[src/rtl/cpu_pkg.sv]
// rtl/cpu_pkg.sv - shared datapath constants, opcodes and divider state type
package cpu_pkg;

   localparam int DIV_WIDTH = 32;

   typedef logic [4:0] opcode_t;

   localparam opcode_t OP_ADD = 5'b00011;
   localparam opcode_t OP_SUB = 5'b00100;
   localparam opcode_t OP_MUL = 5'b01111;
   localparam opcode_t OP_DIV = 5'b10000;

   typedef enum logic [2:0] {
      IDLE,
      SETUP,
      ITER,
      FIXUP,
      DONE
   } div_state_t;

endpackage

[src/rtl/div_step.sv]
// rtl/div_step.sv - one combinational restoring shift-subtract iteration
module div_step
   import cpu_pkg::*;
#(
   parameter int WIDTH = DIV_WIDTH
) (
   input  logic [WIDTH-1:0] a,
   input  logic [WIDTH-1:0] q,
   input  logic [WIDTH-1:0] m,
   output logic [WIDTH-1:0] next_a,
   output logic [WIDTH-1:0] next_q
);

   logic [WIDTH:0]   a_sh;
   logic [WIDTH-1:0] diff;
   logic             ge;

   // The subtraction only needs WIDTH bits: when it is kept the result is below m.
   always_comb begin
      a_sh   = {a, q[WIDTH-1]};
      ge     = (a_sh >= {1'b0, m});
      diff   = a_sh[WIDTH-1:0] - m;
      next_a = ge ? diff : a_sh[WIDTH-1:0];
      next_q = {q[WIDTH-2:0], ge};
   end

endmodule

[src/rtl/div_seq.sv]
// rtl/div_seq.sv - multi-cycle signed restoring divider feeding the Z register
module div_seq
   import cpu_pkg::*;
#(
   parameter int WIDTH = DIV_WIDTH
) (
   input  logic             Clock,
   input  logic             clear,
   input  logic             start,
   input  logic [WIDTH-1:0] dividend,
   input  logic [WIDTH-1:0] divisor,
   output logic             busy,
   output logic             done,
   output logic [WIDTH-1:0] quotient,
   output logic [WIDTH-1:0] remainder,
   output logic             div_by_zero
);

   localparam int CW = $clog2(WIDTH);
   localparam logic [CW-1:0] CNT_LAST = CW'(WIDTH - 1);

   div_state_t       state;
   logic [CW-1:0]    count;
   logic [WIDTH-1:0] a;
   logic [WIDTH-1:0] q;
   logic [WIDTH-1:0] m;
   logic             neg_n;
   logic             neg_d;

   logic [WIDTH-1:0] step_a;
   logic [WIDTH-1:0] step_q;
   logic [WIDTH-1:0] dvd_mag;
   logic [WIDTH-1:0] dvs_mag;

   assign dvd_mag = dividend[WIDTH-1] ? -dividend : dividend;
   assign dvs_mag = divisor[WIDTH-1]  ? -divisor  : divisor;

   div_step #(.WIDTH(WIDTH)) u_step (
      .a      (a),
      .q      (q),
      .m      (m),
      .next_a (step_a),
      .next_q (step_q)
   );

   // q holds |dividend| from acceptance, so the raw dividend is rebuilt from it on divide by zero.
   always_ff @(posedge Clock or posedge clear) begin
      if (clear) begin
         state       <= IDLE;
         count       <= '0;
         a           <= '0;
         q           <= '0;
         m           <= '0;
         neg_n       <= 1'b0;
         neg_d       <= 1'b0;
         busy        <= 1'b0;
         done        <= 1'b0;
         quotient    <= '0;
         remainder   <= '0;
         div_by_zero <= 1'b0;
      end else begin
         case (state)
            IDLE: begin
               if (start) begin
                  q           <= dvd_mag;
                  m           <= dvs_mag;
                  neg_n       <= dividend[WIDTH-1];
                  neg_d       <= divisor[WIDTH-1];
                  div_by_zero <= 1'b0;
                  busy        <= 1'b1;
                  state       <= SETUP;
               end
            end
            SETUP: begin
               if (m == '0) begin
                  quotient    <= '1;
                  remainder   <= neg_n ? -q : q;
                  div_by_zero <= 1'b1;
                  done        <= 1'b1;
                  state       <= DONE;
               end else begin
                  a     <= '0;
                  count <= CNT_LAST;
                  state <= ITER;
               end
            end
            ITER: begin
               a <= step_a;
               q <= step_q;
               if (count == '0) begin
                  state <= FIXUP;
               end else begin
                  count <= count - 1'b1;
               end
            end
            FIXUP: begin
               quotient  <= (neg_n ^ neg_d) ? -q : q;
               remainder <= neg_n ? -a : a;
               done      <= 1'b1;
               state     <= DONE;
            end
            DONE: begin
               done  <= 1'b0;
               busy  <= 1'b0;
               state <= IDLE;
            end
            default: begin
               state <= IDLE;
            end
         endcase
      end
   end

endmodule

[config.mk]
export PLATFORM = sky130hd
export DESIGN_NAME = div_seq
export DESIGN_NICKNAME = d
export VERILOG_FILES = /design/src/rtl/cpu_pkg.sv /design/src/rtl/div_step.sv /design/src/rtl/div_seq.sv
export SDC_FILE = /design/constraint.sdc
export NUM_CORES = 1
export LEC_CHECK = 0
export BUFFER_PORTS_ARGS = -buffer_cell sky130_fd_sc_hd__buf_2
export CAP_MARGIN = 10
export CORE_AREA = 2 2 167 128
export CTS_CLUSTER_DIAMETER = 100
export DETAILED_ROUTE_END_ITERATION = 8
export DIE_AREA = 0 0 169 130
export PLACE_DENSITY = 0.82
export SETUP_SLACK_MARGIN = 0.3
export SLEW_MARGIN = 20
export SYNTH_ARGS = -nofsm -noshare
export SYNTH_HDL_FRONTEND = slang
export SYNTH_SLANG_ARGS = --single-unit
[constraint.sdc]
create_clock -name Clock -period 7.6 [get_ports Clock]
set_clock_uncertainty 0.05 [all_clocks]
set_input_delay 1.9 -clock Clock [delete_from_list [all_inputs] [get_ports Clock]]
set_output_delay 1.9 -clock Clock [all_outputs]
set_load 0.03 [all_outputs]
==> qor.log <==
[cells_and_area] most frequent cells in the layout sky130_fd_sc_hd__nand2_1, sky130_fd_sc_hd__dfrtp_1, sky130_fd_sc_hd__o21ai_0
[clocking] Worst-Skew Late Latency 0.44 ns
[route] average via count per standard cell 6.304
[timing] Max Transition Viols Final 0
[setup_path] arrival time of the worst setup path 4.69 ns
[outcome] run status finished clean
[floorplan] core area 20600 µm²
[timing] Min Hold Slack 0.4154 ns
[setup_path] nature of the critical path startpoint input pin
[timing] Total Neg Setup Slack 0 ns
[power] worst ir drop on vdd 0.2982 mV
[floorplan] boundary pin count 134
[synthesis] async set or reset register ratio after synthesis 100.0%
[timing] Worst slew margin 31.67%
[setup_path] timing endpoint of the critical path q[30]
[cells_and_area] number of inserted diodes 0
[route] wire length per cell 18.64 µm
[setup_path] launch point of the critical path dividend[8]
[route] final wirelength 33.52 mm
[synthesis] Syn Area/Cell 8.245 µm²
[route] DRT antenna net count 0
[placement] GP Congestion 0.9235
[synthesis] register bit count reported by yosys 173
[clocking] post-CTS setup buffer count 0
[synthesis] Synthesized Nets 1562
[route] DRC errors left 0
[placement] number of input and output port buffers inserted 133
[clocking] number of CTS-inserted buffers 17
[clocking] clock slew at reported path FFs 0.07 ns
[route] Iter 0 DRT Violations 1206
[timing] post-layout minimum cycle time 4.455 ns
[synthesis] most area-hungry cell type in the Yosys netlist sky130_fd_sc_hd__dfrtp_1
[cells_and_area] share of cells above drive strength 1 13.56%
[setup_path] worst r2r path cells 14
[setup_path] required time of the critical path 7.84 ns
[floorplan] number of cell rows 46
[min_path] path class of the lowest-slack min-delay path flop to flop
[clocking] CTS tree yes
[floorplan] die outline height 130 µm
[setup_path] r2r endpoint a[28]
[floorplan] DIE WIDTH 169 µm
[cells_and_area] Area growth, synth to finish 10.10%
[global_route] GRT Util Overall 30.65%
[setup_path] category of the critical setup timing path input pin to flop
[timing] maximum clock rate 224.4 MHz
[synthesis] number of cells produced by synthesis 1456
[clocking] number of hold buffers added after CTS 0
[power] LEAKAGE 5.809 nW
[power] power density over cell area 508.5 nW/µm²
[route] DR vias 11.34k
[synthesis] share of Yosys cell area claimed by the top area cell type 36.06%
[synthesis] Distinct cells, synth 71
[synthesis] post-synth design cell area 12000 µm²
[setup_path] Critical Path Fanout Max 4
[clocking] clock tree sinks 173
[global_route] pin count of the biggest net entering global routing 99
[floorplan] Initial Utilization 58.26%
[clocking] CTS root buf sky130_fd_sc_hd__clkbuf_16
[timing] Setup violations, final 0
[cells_and_area] number of fillers in the final layout 1751
[floorplan] area of the die 21970 µm²
[setup_path] setup slack of the worst register-to-register path 3.51 ns
[synthesis] number of warnings issued by yosys 0
[synthesis] sequential fraction of the synthesis area 36.06%
[synthesis] Post-synth EDFFs 0
[timing] slew at the pin with the worst max-slew slack 1.018 ns
[setup_path] Worst R2R Start q[31]
[synthesis] ys flop type sky130_fd_sc_hd__dfrtp_1
[placement] HPWL reported at the end of detailed placement 24.11 mm
[cells_and_area] commonest non-fill, non-tap cell in the layout sky130_fd_sc_hd__nand2_1
[clocking] H-tree depth 4
[clocking] deepest clock path buffer count 2
[job] max capacitance violation total 0
[timing] period utilisation layout 58.62%
[setup_path] Worst Setup End Kind flop
[synthesis] leading post-synthesis cells by cell area sky130_fd_sc_hd__dfrtp_1, sky130_fd_sc_hd__xor2_1, sky130_fd_sc_hd__o21ai_0
[clocking] post-cts resize count 0
[global_route] wire length of the first global-routing pass 53.54 mm
[global_route] antenna violations before repair 0
[global_route] Overflow after GRT 0
[route] first drt pass iteration count 7
[timing] unrepaired setup endpoints after global routing no
[cells_and_area] Total Nets Final 1628
[timing] final-report hold violation count 0
[global_route] via count of the first global-routing pass 10.40k
routing by layer:
| layer | wire (µm) | track usage (%) | vias to the layer above |
|---|---|---|---|
| met2 | 14620 | 46.00 | 557 |
| met1 | 14410 | 43.47 | 5386 |
| met4 | 725 | 9.150 | 2 |
| met3 | 3679 | 8.371 | 77 |
| li1 | - | - | 5313 |
| met5 | 77 | 2.609 | - |
kinds of logic (layout without fill, tap and decap cells):
| logic type | count (synthesis) | in the layout | share of synthesized area [%] |
|---|---|---|---|
| muxes | 11 | 11 | 1.021 |
| adders and majority gates | 39 | 39 | 4.128 |
| xor gates and xnor gates | 154 | 154 | 11.24 |
| buffers and inverters | 161 | 239 | 6.150 |
| DFF | 173 | 173 | 36.06 |
| AOI/OAI and AO/OA | 446 | 446 | 22.76 |
| and+or+nand+nor | 472 | 472 | 18.64 |
sequential cells by signal, indices dropped and copies added (netlist names):
register	count
a	32
busy	1
count	5
div_by_zero	1
done	1
m	32
neg_d	1
neg_n	1
q	32
quotient	32
remainder	32
state	3
metrics by stage:
step	std cells	area (µm²)	util [%]	setup slack, ns	total power, mW
after floorplan	1456	12000	-	0.9615	4.752
after global placement	1767	12620	61.26	2.843	5.586
after detailed placement	1767	12630	61.29	2.739	5.711
after CTS	1798	13220	64.14	3.192	6.634
after global routing	1798	13220	64.14	3.027	7.217
final	1798	13220	64.14	3.145	6.721
final cells by class:
type	instances	area [µm²]	share of cell area (%)
clock buffer	21	470.5	3.560
clock inverter	10	116.4	0.8804
tap	264	330.3	2.499
inverter	62	237.7	1.799
sequential	173	4330	32.77
multi-input combinational	1122	6968	52.72
timing repair buffer	146	763.2	5.775
cells in the mapped netlist, drive strengths merged, types with 6 or more instances:
master  number
dfrtp      173
a211oi       6
nand2b      19
nand2      187
nor2b        7
inv         61
nor3        42
nand3       32
o211ai      20
buf         23
xnor2       40
xor2       114
mux2i       10
ha          38
o31ai       30
o21ai      164
a21o         9
nand4        9
clkbuf      76
o21bai       6
or2         12
a21oi      104
nor4        21
or4         15
or3         26
o41ai       16
a22oi       31
nor2        87
a31oi       17
o22ai        7
worst min path at each step:
stage                      start           end  slack, ns  depth (start not counted)
global placement    remainder[1]  remainder[1]       0.40                          2
detailed placement  remainder[1]  remainder[1]       0.40                          2
CTS                 remainder[1]  remainder[1]       0.42                          2
global route        remainder[9]  remainder[9]       0.43                          1
floorplan               count[0]      count[0]       0.41                          1
finish              remainder[1]  remainder[1]       0.42                          2
worst max-delay path, stage by stage:
cell                       delay, ns
sky130_fd_sc_hd__buf_2          0.12
sky130_fd_sc_hd__or4_1          0.59
sky130_fd_sc_hd__or4_1          0.45
sky130_fd_sc_hd__or3_1          0.38
sky130_fd_sc_hd__nand2b_1       0.20
sky130_fd_sc_hd__nand2b_1       0.21
sky130_fd_sc_hd__nand2b_1       0.23
sky130_fd_sc_hd__o41ai_2        0.35
sky130_fd_sc_hd__xor2_1         0.17
sky130_fd_sc_hd__o21ai_0        0.08
power by group:
part           leakage (nW)  total (mW)  switching, mW  internal [mW]
clock network         0.285       0.889          0.381          0.508
logic                  3.41        3.91           2.46           1.45
registers              2.12        1.92          0.585           1.33
total                  5.81        6.72           3.43           3.29
(Power assumes the default switching activity.)
